File: config.mk
export PLATFORM = sky130hd
export DESIGN_NAME = split_assign_driver
export DESIGN_NICKNAME = d
export VERILOG_FILES = /design/src/rtl/split_assign_driver.sv
export SDC_FILE = /design/constraint.sdc
export NUM_CORES = 1
export LEC_CHECK = 0
export BUFFER_PORTS_ARGS = -buffer_cell sky130_fd_sc_hd__buf_2
export CAP_MARGIN = 20
export CELL_PAD_IN_SITES_DETAIL_PLACEMENT = 1
export CELL_PAD_IN_SITES_GLOBAL_PLACEMENT = 2
export CORE_ASPECT_RATIO = 0.7
export CORE_UTILIZATION = 37
export CTS_BUF_LIST = sky130_fd_sc_hd__clkbuf_8
export DETAILED_ROUTE_END_ITERATION = 10
export PLACE_DENSITY_LB_ADDON = 0.25
export SYNTH_ARGS = -nofsm -noshare
export SYNTH_HDL_FRONTEND = slang
export SYNTH_SLANG_ARGS = --single-unit
export TNS_END_PERCENT = 1
File: constraint.sdc
create_clock -name clk -period 2.8 [get_ports clk]
set_input_delay 0.14 -clock clk [delete_from_list [all_inputs] [get_ports clk]]
set_output_delay 0.14 -clock clk [all_outputs]
set_load 0.05 [all_outputs]
File: src/rtl/split_assign_driver.sv
`default_nettype none
// ============================================================================
// Module   : split_assign_driver
// Brief    : Loads a packed variable file from id/data beats, waits for an
//            external checker verdict, and returns it via valid/ready.
//            Optional macro SPLIT_DRV_CLEAR_EN zeroes the file per verdict.
// Revision : 1.0 - initial release
// ============================================================================
module split_assign_driver #(
  parameter int NUM_VARS = 50,
  parameter int VAR_W    = 8,
  parameter int CHK_LAT  = 0
) (
  input  logic                      clk,
  input  logic                      rst,
  input  logic                      in_valid,
  output logic                      in_ready,
  input  logic [5:0]                in_id,
  input  logic [VAR_W-1:0]          in_data,
  input  logic                      in_last,
  output logic [NUM_VARS*VAR_W-1:0] assign_bus,
  input  logic                      chk_x,
  output logic                      res_valid,
  input  logic                      res_ready,
  output logic                      res_sat,
  output logic                      res_complete,
  output logic                      res_err,
  output logic [7:0]                res_seq
);

  localparam int c_cnt_w = 4;

  typedef enum logic [1:0] {
    LOAD = 2'd0,
    EVAL = 2'd1,
    RESP = 2'd2
  } state_t;

  state_t               r_state;
  logic [c_cnt_w-1:0]   r_cnt;
  logic                 r_err_flag;
  logic [VAR_W-1:0]     r_vars [NUM_VARS];
  logic [NUM_VARS-1:0]  r_written;

  logic w_accept;
  logic w_in_range;
  logic w_res_hs;

  // Gated by rst so no beat can be taken while the block is being reset.
  assign in_ready   = (r_state == LOAD) && !rst;
  assign w_accept   = in_valid && in_ready;
  assign w_in_range = ({1'b0, in_id} < 7'(NUM_VARS));
  assign w_res_hs   = res_valid && res_ready;

  // Variable file: written only in LOAD, so it is frozen in EVAL and RESP.
  always_ff @(posedge clk) begin
    if (rst) begin
      for (int k = 0; k < NUM_VARS; k++) begin
        r_vars[k] <= '0;
      end
      r_written <= '0;
    end else if (w_accept && w_in_range) begin
      for (int k = 0; k < NUM_VARS; k++) begin
        if (in_id == 6'(k)) begin
          r_vars[k]    <= in_data;
          r_written[k] <= 1'b1;
        end
      end
    end
`ifdef SPLIT_DRV_CLEAR_EN
    else if (w_res_hs) begin
      for (int k = 0; k < NUM_VARS; k++) begin
        r_vars[k] <= '0;
      end
      r_written <= '0;
    end
`endif
  end

  always_ff @(posedge clk) begin
    if (rst) begin
      r_state      <= LOAD;
      r_cnt        <= '0;
      r_err_flag   <= 1'b0;
      res_valid    <= 1'b0;
      res_sat      <= 1'b0;
      res_complete <= 1'b0;
      res_err      <= 1'b0;
      res_seq      <= 8'd0;
    end else begin
      case (r_state)
        LOAD: begin
          if (w_accept) begin
            if (!w_in_range) begin
              r_err_flag <= 1'b1;
            end
            if (in_last) begin
              r_cnt   <= c_cnt_w'(CHK_LAT);
              r_state <= EVAL;
            end
          end
        end
        EVAL: begin
          // The final beat's write and error flag are already visible here.
          if (r_cnt == '0) begin
            res_sat      <= chk_x;
            res_complete <= &r_written;
            res_err      <= r_err_flag;
            res_valid    <= 1'b1;
            r_state      <= RESP;
          end else begin
            r_cnt <= r_cnt - 1'b1;
          end
        end
        RESP: begin
          if (res_ready) begin
            res_valid  <= 1'b0;
            res_seq    <= res_seq + 8'd1;
            r_err_flag <= 1'b0;
            r_state    <= LOAD;
          end
        end
        default: r_state <= LOAD;
      endcase
    end
  end

  for (genvar k = 0; k < NUM_VARS; k++) begin : g_bus
    assign assign_bus[k*VAR_W +: VAR_W] = r_vars[k];
  end

endmodule
`default_nettype wire

; Word level (Yosys, flattened, before mapping)
; Memory sizes are Yosys's and may differ from the RTL's.
; Index checks and enable logic that the tools add are counted.
[op_classes]
n_addsub = 2
n_lt_le_gt_ge = 1
n_eq_ne = 57
muxes = 267
bitwise_logic = 50
reduce_logical = 67
[op_table]
columns = operator, count
row1 = $mux 8, 50
row2 = $mux 1, 206
row3 = $eq 6x6->1 const B, 18
row4 = $reduce_and 2->1, 52
row5 = $eq 6x5->1 const B, 16
row6 = $or 1x1->1, 50
row7 = $reduce_and 50->1, 1
row8 = $eq 6x4->1 const B, 8
row9 = $eq 6x3->1 const B, 4
row10 = $eq 6x2->1 const B, 2
row11 = $mux 4, 3
row12 = $ne 2x2->1 const B, 6
row13 = $reduce_and 4->1, 3
row14 = $add 8x1->8 const B, 1
row15 = $mux 2, 4
row16 = $pmux 4 s2, 1
row17 = $eq 6x1->1 const B, 1
row18 = $logic_not 6->1, 1
row19 = $lt 6x6->1 const B, 1
row20 = $pmux 2 s3, 1
row21 = $reduce_bool 2->1, 3
row22 = $logic_not 4->1, 1
row23 = $pmux 1 s2, 2
row24 = $sub 4x1->4 const B, 1
row25 = 6 further kinds, 8
[totals]
reg_bits = 69
ram_bits = 400
inputBits = 20
output_inout_bits = 413
wordCells = 503
mem_count = 1
[mem_list]
columns = memory, words, width, rd, rd_clocked_by_memory_dff, write_ports, line_no
row1 = r_vars, 50, 8, 50, 0, 50, 42  ; logic [VAR_W-1:0] r_vars [NUM_VARS];

; Logic depth before layout (Yosys ltp)
; Gate-level depths: netlist of run 1.
[depth]
word_depth = 8
depth_mapped = 7

; Least setup slack after synthesis of run 1
; Ideal clock, no wire load.
[synth_timing]
path_type = register to register
from = register r_state[1]
to = memory r_vars[44][4], in the netlist r_vars[1][100] (enable)
setup_time_ns = 0.375
arrival_time_ns = 1.981
required_ns = 2.425
slack_ns = 0.445
path_stages_with_launch = 8
path_buffers = 3
synth_period_minus_slack_ns = 2.355
path_cell_list = dfxtp_1 > or4b_1 > buf_4 > nor3_4 > buf_6 > buf_12 > nand2_4 > o21bai_1
[synth_rtl]
columns = element, line_no
row1 = start: declaration, 39  ; state_t r_state;
row2 = start signal: assignment, 82  ; r_state <= LOAD;
row3 = start signal: assignment, 99  ; r_state <= EVAL;
row4 = start signal: assignment, 110  ; r_state <= RESP;
row5 = end: declaration, 42

==> reports/results.tsv, run 1 <==
stage	metric	value	unit
min_path	hold path startpoint	in_id[2]	
global_route	GRT Total Usage	22.8	%
global_route	first-pass GRT wire length	75100	microns
clock_tree	Clock Sinks	469	
min_path	type of the worst min-delay path	input port to register	
detailed_routing	vias per cell	4.87	
place	Port Buffers	432	
timing	final setup fails	0	
timing	Final TNS setup	0	ps
timing	Max Fclk	386	MHz
timing	Slew HR	50.3	%
detailed_routing	routed vias	11100	
flow_run	Max-cap violations	0	
clock_tree	CTS H-Tree Depth	3	
final_layout	layout cell share with drive strength beyond 1	36.4	%
timing	Min Hold Slack	121	ps
clock_tree	Root Driver	clkbuf_8	
detailed_routing	# DRC	0	
detailed_routing	routed wire length per instance	23.2	microns
floorplanning	FP Rows	64	
setup_path	Setup CP Type	register to register	
logic_synthesis	post-synth top area share	72.7	%
setup_path	Startpoint Class	register	
final_layout	commonest cells after routing, fill and taps aside	431 x buf_2, 400 x edfxtp_1, 336 x nor2_1	
global_route	gr ovfl total	0	
logic_synthesis	Syn Nets	1154	
final_layout	most common cell after layout, fill and taps aside	buf_2	
detailed_routing	Antenna Violating Nets Remaining	0	
detailed_routing	drt pass-1 iters	4	
place	detailed placement HPWL	36000	microns
place	routability congestion estimate	0.807	
setup_path	Worst Path Max Fanout	9	
logic_synthesis	largest area contributor in the netlist	edfxtp_1	
timing	fin crit period	2590	ps
floorplanning	Die W	254	microns
timing	Hold Violations, Final	0	
pwr	worst vdd ir	301	uV
floorplanning	Die Y-Extent	179	microns
logic_synthesis	Unique masters post-synth	45	
clock_tree	Longest Clk Path Bufs	3	
detailed_routing	Routed WL	52800	microns
setup_path	Worst setup startpoint	r_state[1]	
global_route	largest net degree at the start of global routing	68	
logic_synthesis	sequential share of the synthesized area	81.1	%
setup_path	CP Capture Type	register	
final_layout	antenna cells	0	
logic_synthesis	synthesized area	0.0165	sq mm
setup_path	Reg-to-Reg Start	r_state[1]	
clock_tree	CTS Buf Count	76	
clock_tree	CTS tree	yes	
timing	unrepaired setup endpoints after global routing	false	
setup_path	required time worst endpoint	3060	ps
clock_tree	Worst-path clk slew	60	ps
setup_path	ordered list of cells on the worst path	or4b_1 > nor2_4 > buf_12 > nand2_1 > nand2b_1	
clock_tree	worst skew pair latency	610	ps
floorplanning	Die Area	0.0455	sq mm
timing	Slew Limit Fails	0	
floorplanning	Ports	433	
logic_synthesis	post-synthesis register bit count	469	
global_route	initial antenna violation count	2	
logic_synthesis	Post-Synthesis Cells	1131	
final_layout	area growth from synthesis to layout	27.9	%
pwr	Power Dens Cells	730	mW/mm^2
pwr	LEAKAGE	8.68	nW
setup_path	CP max-delay cell	or4b_1	
detailed_routing	Initial DRC Count	683	
outcome	run status	finished, final reports clean	
timing	final period utilization	92.5	%
clock_tree	CTS resizes	0	
setup_path	CP arrival	2850	ps
global_route	vias in the first global route	11400	
timing	Least-Margin Pin Slew	745	ps
timing	clock skew	16.5	ps
final_layout	Final #Nets	1648	
logic_synthesis	Ys Warns	0	
floorplanning	Core Area	0.0439	sq mm
logic_synthesis	Area contributors post-synth	edfxtp_1 73%, dfxtp_1 8.4%, nor2_1 7.6%	
logic_synthesis	Synth Area per Inst	14.6	sq um
floorplanning	Initial Utilization	37.6	%
setup_path	Max stage delay on crit path	750	ps
==> kinds of logic after synthesis <==
| kind of cell | after synthesis | share of synthesized area (%) |
|---|---|---|
| xor+xnor | 6 | 0.318 |
| buf+inv | 76 | 1.95 |
| fa+ha+maj | 3 | 0.227 |
| compound gates | 83 | 2.89 |
| flops | 469 | 81.1 |
| simple gates | 494 | 13.5 |
==> cell type report <==
cell class	count	area [sq um]
Sequential cell	469	13400
Fill cell	4635	22800
Clock inverter	49	278
Multi-Input combinational cell	586	2820
Clock buffer	87	1200
Tap cell	594	743
Inverter	13	48.8
Timing Repair Buffer	479	2640
==> stage by stage <==
step | area (sq um) | util [%] | worst slack [ps] | total power [mW] | std cells
after floorplan | 16500 | - | 445 | 9.23 | 1131
after global placement | 19600 | 44.6 | 312 | 9.74 | 2133
after detailed placement | 19600 | 44.6 | 200 | 9.76 | 2133
after CTS | 21100 | 48.1 | 189 | 15.6 | 2277
after global routing | 21100 | 48.1 | 54.4 | 15.9 | 2277
final | 21100 | 48.1 | 211 | 15.4 | 2277
==> timing repair <==
| action | 4_1_cts | 5_1_grt |
|---|---|---|
| hold endpoints to repair | 13 | 0 |
| buffers inserted | 0 | 0 |
| hold buffers | 8 | 0 |
==> worst max-delay path, delay by kind of cell, from the launching register on <==
family	cells	cell delay (ps)
simple gates	4	1660
flops	1	400
buf+inv	1	180
==> path summary, 6_finish.rpt <==
check	endpoint	slack (ps)	depth (start not counted)
worst max-delay path	r_vars[0][124]	210	5
worst min register to register	res_err	450	2
worst min-delay path	r_written[22]	120	5
worst max register to register	r_vars[0][124]	210	5
==> power breakdown <==
part | leakage, nW | internal (mW) | total (mW) | switching [mW]
clock | 0.824 | 3.04 | 5.79 | 2.75
combinational | 3.17 | 0.266 | 1.69 | 1.42
sequential | 4.68 | 7.84 | 7.92 | 0.0852
total | 8.68 | 11.1 | 15.4 | 4.26
==> cell usage after synthesis (all sizes together) <==
cell	number
nor4	4
nor4b	1
o21ai	3
a21oi	52
a21o	10
o21bai	7
and3	2
and3b	1
nor3b	2
or4b	1
and2	3
a31oi	10
edfxtp	400
nor2b	7
nor2	337
dfxtp	69
nand2b	46
or3b	2
clkbuf	53
nand3b	3
nand4	16
nand3	5
nor3	16
buf	10
nand2	47
or3	1
inv	13
a22oi	1
xnor2	3
xor2	3
ha	3
==> registers in the layout (all words and copies together) (netlist names) <==
name	flops
r_cnt	4
r_err_flag	1
r_state	2
r_vars	400
r_written	50
res_complete	1
res_err	1
res_sat	1
res_seq	8
res_valid	1
==> layer usage <==
layer,vias up,part of all wire (%),GRT usage (%)
met2,336,49,37.2
li1,4967,-,-
met4,0,1.6,5.85
met1,5710,45,31.3
met5,-,0,0
met3,69,4.6,4.31
No activity file was read; power rests on OpenSTA's default activity.
==> run 2: changes to the inputs <==
- ABC_AREA: not set -> 1
- CORE_UTILIZATION: 37 -> 36
==> reports/results.tsv, run 2 <==
stage	metric	value	unit	change
detailed_routing	Antenna Violating Nets Remaining	0		unchanged
clock_tree	CTS resizes	0		unchanged
global_route	GRT Total Usage	23.2	%	+0.39 points
setup_path	required time worst endpoint	3270	ps	+210 ps
floorplanning	Die Y-Extent	182	microns	+1.8%
global_route	initial antenna violation count	1		-1
detailed_routing	drt pass-1 iters	4		unchanged
clock_tree	Longest Clk Path Bufs	3		unchanged
pwr	worst vdd ir	261	uV	-13%
timing	Max Fclk	449	MHz	+16%
timing	final period utilization	79.5	%	-13 points
setup_path	CP Capture Type	register		
floorplanning	Ports	433		unchanged
logic_synthesis	Area contributors post-synth	edfxtp_1 72%, dfxtp_1 8.3%, nor2_1 7.6%		
final_layout	most flop-heavy register	r_vars		
detailed_routing	# DRC	0		unchanged
pwr	LEAKAGE	8.86	nW	+2.1%
pwr	total power	15.1	mW	-1.8%
logic_synthesis	Synth Area per Inst	13.4	sq um	-8.4%
timing	Slew Limit Fails	0		unchanged
min_path	type of the worst min-delay path	input port to register		
detailed_routing	Initial DRC Count	646		-5.4%
pwr	Power Dens Cells	717	mW/mm^2	-1.7%
clock_tree	Worst-path clk slew	60	ps	about the same
final_layout	fin area	0.0211	sq mm	about the same
logic_synthesis	sequential share of the synthesized area	80.4	%	-0.74 points
clock_tree	Clock Sinks	469		unchanged
final_layout	fillers	4925		+6.3%
floorplanning	Initial Utilization	36.7	%	-0.91 points
clock_tree	worst skew pair latency	630	ps	+20 ps
logic_synthesis	largest area contributor in the netlist	edfxtp_1		
final_layout	max FFs per register	400		unchanged
timing	Slew HR	61.0	%	+11 points
logic_synthesis	post-synth top area share	72.1	%	-0.66 points
logic_synthesis	Syn Nets	1269		+10%
logic_synthesis	dominant synthesized flop cell	edfxtp_1		
floorplanning	Core Area	0.0454	sq mm	+3.4%
logic_synthesis	Unique masters post-synth	25		-44%
logic_synthesis	synthesized area	0.0167	sq mm	+0.92%
floorplanning	Die Area	0.0472	sq mm	+3.7%
detailed_routing	Routed WL	55100	microns	+4.4%
final_layout	layout cell share with drive strength beyond 1	33.0	%	-3.3 points
timing	unrepaired setup endpoints after global routing	false		
setup_path	CP arrival	2700	ps	-150 ps
place	Area after DPL	0.0196	sq mm	+0.45%
setup_path	Setup CP Type	register to register		
setup_path	Max stage delay on crit path	440	ps	-310 ps
detailed_routing	routed vias	11500		+3.4%
final_layout	antenna cells	0		unchanged
place	Port Buffers	432		unchanged
final_layout	Final #Nets	1774		+7.6%
setup_path	Worst Path Max Fanout	10		+1
place	detailed placement HPWL	39100	microns	+8.4%
flow_run	Max-cap violations	0		unchanged
detailed_routing	vias per cell	4.75		-2.3%
setup_path	ordered list of cells on the worst path	inv_1 > nand2_2 > nor2_2 > nand2_1 > nor2_2 > nand2_1 > nor2_2 > nand2_2 > nor2_1		
clock_tree	CTS tree	yes		
timing	clock skew	22.8	ps	+6.33 ps
min_path	Hold Path Depth	5		unchanged
logic_synthesis	Ys Warns	0		unchanged
logic_synthesis	post-synthesis register bit count	469		unchanged
logic_synthesis	number of enable flip-flop cells after synthesis	400		unchanged
final_layout	most common cell after layout, fill and taps aside	buf_2		
setup_path	CP max-delay cell	nor2_2		
setup_path	worst r2r path cells	9		+4
logic_synthesis	Post-Synthesis Cells	1246		+10%
clock_tree	Root Driver	clkbuf_8		
clock_tree	CTS Buf Count	73		-3.9%
outcome	run status	finished, final reports clean		
final_layout	commonest cells after routing, fill and taps aside	432 x buf_2, 400 x edfxtp_1, 334 x nor2_1		
timing	Least-Margin Pin Slew	584	ps	-161 ps
detailed_routing	routed wire length per instance	22.9	microns	-1.4%
logic_synthesis	count leader, synth	edfxtp_1		
global_route	largest net degree at the start of global routing	40		-41%
floorplanning	FP Rows	65		+1.6%
place	routability congestion estimate	0.795		-1.4%
setup_path	Startpoint Class	register		
floorplanning	Die W	259	microns	+1.8%
final_layout	biggest regs	r_vars x400, r_written x50, res_seq x8		
global_route	first-pass GRT wire length	79200	microns	+5.5%
clock_tree	CTS H-Tree Depth	3		unchanged
timing	Final TNS setup	0	ps	unchanged
logic_synthesis	Synth top cells by count	400 x edfxtp_1, 336 x nor2_1, 171 x nand2_1		
timing	fin crit period	2230	ps	-364 ps
global_route	vias in the first global route	11700		+2.4%
setup_path	crit-path most repeated cell	nor2_2		
logic_synthesis	Synth async-reset ratio	0	%	unchanged
global_route	gr ovfl total	0		unchanged
final_layout	area growth from synthesis to layout	26.7	%	
timing	Hold Violations, Final	0		unchanged
timing	final setup fails	0		unchanged
[run 2: cell count changes in the layout (fill, tap and decap cells not counted), sizes merged, moves of 11 or more]
cell,delta
nand3,+22
inv,+78
nand4,-13
clkbuf,-11
nor2,+11
nand2b,-46
nand2,+150
[run 2: routing by layer]
layer	global-route usage (%)	up-vias	wire length, microns
met2	37.0	348	25800
met4	5.53	0	943
met1	32.5	5843	25400
li1	-	5197	-
met3	4.62	68	2950
met5	0	-	0
[run 2: final timing paths]
check	startpoint	slack, ps	to
worst max-delay path	r_state[0]	570	r_vars[0][0]
worst min-delay path	in_valid	50	r_written[34]
worst max register to register	r_state[0]	570	r_vars[0][0]
worst min register to register	r_written[40]	450	r_written[40]
[run 2: power breakdown]
part	internal [mW]	total [mW]	switching [mW]
clock	2.80	5.52	2.72
sequential	7.84	7.92	0.0870
combinational	0.246	1.69	1.44
[run 2: cell type report]
| type | count | area, sq um | area share [%] |
|---|---|---|---|
| inverters | 89 | 335 | 1.59 |
| well taps | 603 | 754 | 3.57 |
| flip-flops and latches | 469 | 13400 | 63.4 |
| clock buffers | 76 | 1050 | 4.96 |
| multi-input cells | 645 | 2750 | 13.0 |
| repair buffers | 473 | 2520 | 11.9 |
| clock inverters | 55 | 314 | 1.49 |
[run 2: kinds of logic (layout without fill, tap and decap cells)]
kind of cell    count (synthesis)  after routing  synth area share, %
buf+inv                       132            693                 3.18
fa+ha+maj                       3              3                0.225
simple gates                  583            583                 14.4
compound gates                 59             59                 1.78
flops                         469            469                 80.4
[run 2: what timing repair did]
action | 4_1_cts | 5_1_grt
hold buffers | 10 | 0
hold endpoints to repair | 41 | 0
setup buffers | 0 | 0
[run 2: worst max-delay path: cells and delay by family, from the launching register on]
| family | cells | cell delay (ps) |
|---|---|---|
| AND/OR/NAND/NOR | 8 | 1670 |
| flip-flops | 1 | 310 |
| buffers and inverters | 1 | 100 |
[run 2: metrics by stage]
step                      setup WS (ps)  util, %  std cells  hold WS [ps]
final                               575     46.5       2410          47.4
after global routing                363     46.5       2410          61.5
after CTS                           517     46.5       2410          19.7
after detailed placement            530     43.3       2269           387
after global placement              626     43.3       2269           369
after floorplan                     711        -       1246           275
==> run 3: changes to the inputs <==
- CORE_UTILIZATION: 36 -> 33
- clock period: 2.8 -> 1.8 ns (I/O delays scaled with it)
==> reports/results.tsv, run 3 (synthesized netlist as in run 2, its figures left out) <==
stage	metric	value	unit	change
clock_tree	Root Driver	clkbuf_8		
global_route	GRT Total Usage	21.7	%	-1.4 points
setup_path	CP arrival	2290	ps	-410 ps
clock_tree	CTS Buf Count	77		+5.5%
timing	Hold Violations, Final	0		unchanged
clock_tree	CTS H-Tree Depth	3		unchanged
pwr	LEAKAGE	9.57	nW	+8.0%
timing	Least-Margin Pin Slew	661	ps	+77.1 ps
detailed_routing	vias per cell	4.58		-3.6%
final_layout	most flop-heavy register	r_vars		
floorplanning	Die Area	0.0514	sq mm	+9.0%
floorplanning	Die W	271	microns	+4.4%
final_layout	commonest cells after routing, fill and taps aside	431 x buf_2, 400 x edfxtp_1, 327 x nor2_1		
min_path	Hold Path Depth	5		unchanged
detailed_routing	routed vias	11800		+3.0%
place	detailed placement HPWL	40600	microns	+3.9%
global_route	gr ovfl total	0		unchanged
detailed_routing	Antenna Violating Nets Remaining	0		unchanged
timing	clock skew	22.6	ps	-0.159 ps
final_layout	fillers	5339		+8.4%
detailed_routing	drt pass-1 iters	5		+1
final_layout	max FFs per register	400		unchanged
setup_path	CP Capture Type	register		
setup_path	Worst Path Max Fanout	8		-2
place	Port Buffers	432		unchanged
flow_run	Max-cap violations	0		unchanged
clock_tree	Longest Clk Path Bufs	3		unchanged
clock_tree	Clock Sinks	469		unchanged
outcome	run status	finished, final reports clean		
floorplanning	FP Rows	68		+4.6%
timing	unrepaired setup endpoints after global routing	true		
clock_tree	Worst-path clk slew	70	ps	about the same
global_route	initial antenna violation count	3		+2
floorplanning	Initial Utilization	33.6	%	-3.1 points
timing	fin crit period	1790	ps	-436 ps
final_layout	Final #Nets	1874		+5.6%
floorplanning	Die Y-Extent	190	microns	+4.4%
global_route	largest net degree at the start of global routing	49		+23%
clock_tree	worst skew pair latency	660	ps	+30 ps
pwr	total power	23.8	mW	+57%
global_route	vias in the first global route	12200		+4.0%
setup_path	required time worst endpoint	2300	ps	-970 ps
final_layout	layout cell share with drive strength beyond 1	39.4	%	+6.3 points
pwr	worst vdd ir	520	uV	+100%
global_route	first-pass GRT wire length	81000	microns	+2.2%
timing	final period utilization	99.4	%	+20 points
clock_tree	CTS tree	yes		
timing	final setup fails	0		unchanged
setup_path	Startpoint Class	register		
final_layout	area growth from synthesis to layout	35.8	%	
timing	Min Hold Slack	60.2	ps	+12.9 ps
setup_path	Setup CP Type	register to register		
place	dpl cells	2422		+6.7%
setup_path	worst r2r path cells	9		unchanged
timing	Max Fclk	559	MHz	+24%
detailed_routing	Initial DRC Count	667		+3.3%
final_layout	most common cell after layout, fill and taps aside	buf_2		
pwr	Power Dens Cells	1050	mW/mm^2	+47%
final_layout	biggest regs	r_vars x400, r_written x50, res_seq x8		
timing	Slew HR	55.9	%	-5.1 points
floorplanning	Core Area	0.0496	sq mm	+9.3%
place	routability congestion estimate	0.806		+1.3%
final_layout	fin cells	2574		+6.8%
detailed_routing	# DRC	0		unchanged
detailed_routing	routed wire length per instance	22.0	microns	-3.8%
min_path	type of the worst min-delay path	input port to register		
floorplanning	Ports	433		unchanged
timing	Slew Limit Fails	0		unchanged
detailed_routing	Routed WL	56600	microns	+2.7%
## run 3: cell types whose count changed in the layout (fill, tap and decap cells not counted), moves of 5 or more
cell,before,now
nand2_2,26,55
clkinv_1,25,20
buf_12,2,39
nand2_4,0,14
nor2_1,334,327
nand2_1,171,128
buf_4,29,81
## run 3: report_power, final
group	switching (mW)	leakage, nW	internal [mW]	total, mW
sequential	0.129	4.69	12.2	12.3
clock	4.36	0.778	4.23	8.59
combinational	2.31	4.10	0.606	2.92
## run 3: critical path, stage by stage (launching register included)
cell and delay, ps:
dfxtp_1 320, inv_2 60, nand2_2 90, nor3_4 150
nand2_2 130, buf_6 170, buf_4 140, nor3_4 300
nand2_4 160, nor2_1 120
## run 3: stage by stage
step	worst slack (ps)	TNS, ps	util [%]	instance area (sq um)
global route	-117	-5850	45.6	22600
CTS	-49.7	-3160	45.2	22400
floorplan	-21.0	-1530	-	16700
finish	10.8	0	45.6	22600
detailed placement	-102	-8840	42.1	20900
global placement	-41.6	-2050	42.1	20900
## run 3: per-layer routing
layer	track usage (%)	wire (microns)	vias up
met5	0	9	-
met4	5.37	968	2
met3	5.54	2980	68
met2	34.5	26600	344
met1	29.7	26100	5977
li1	-	-	5406
## run 3: timing repair
action                     4_1_cts  5_1_grt
hold buffers                    14        0
buffers inserted                 0        1
pin swaps                        0        5
hold endpoints to repair        70        0
gates resized for setup          6       58
setup endpoints to repair      255      471
## run 3: layout make-up
type,count,area [sq um],share of cell area [%]
Sequential cell,469,13400,59.2
Timing Repair Buffer,569,3730,16.5
Multi-Input combinational cell,645,2980,13.1
Clock buffer,79,1090,4.80
Tap cell,665,832,3.68
Inverter,89,335,1.48
Clock inverter,57,279,1.23
Antenna cell,1,2.50,0.0111
## run 3: path summary, 6_finish.rpt
| check | from | endpoint | slack [ps] |
|---|---|---|---|
| worst max register to register | r_state[1] | r_vars[0][59] | 10 |
| worst max-delay path | r_state[1] | r_vars[0][59] | 10 |
| worst min-delay path | in_id[3] | r_written[40] | 60 |
| worst min register to register | r_written[16] | r_written[16] | 450 |
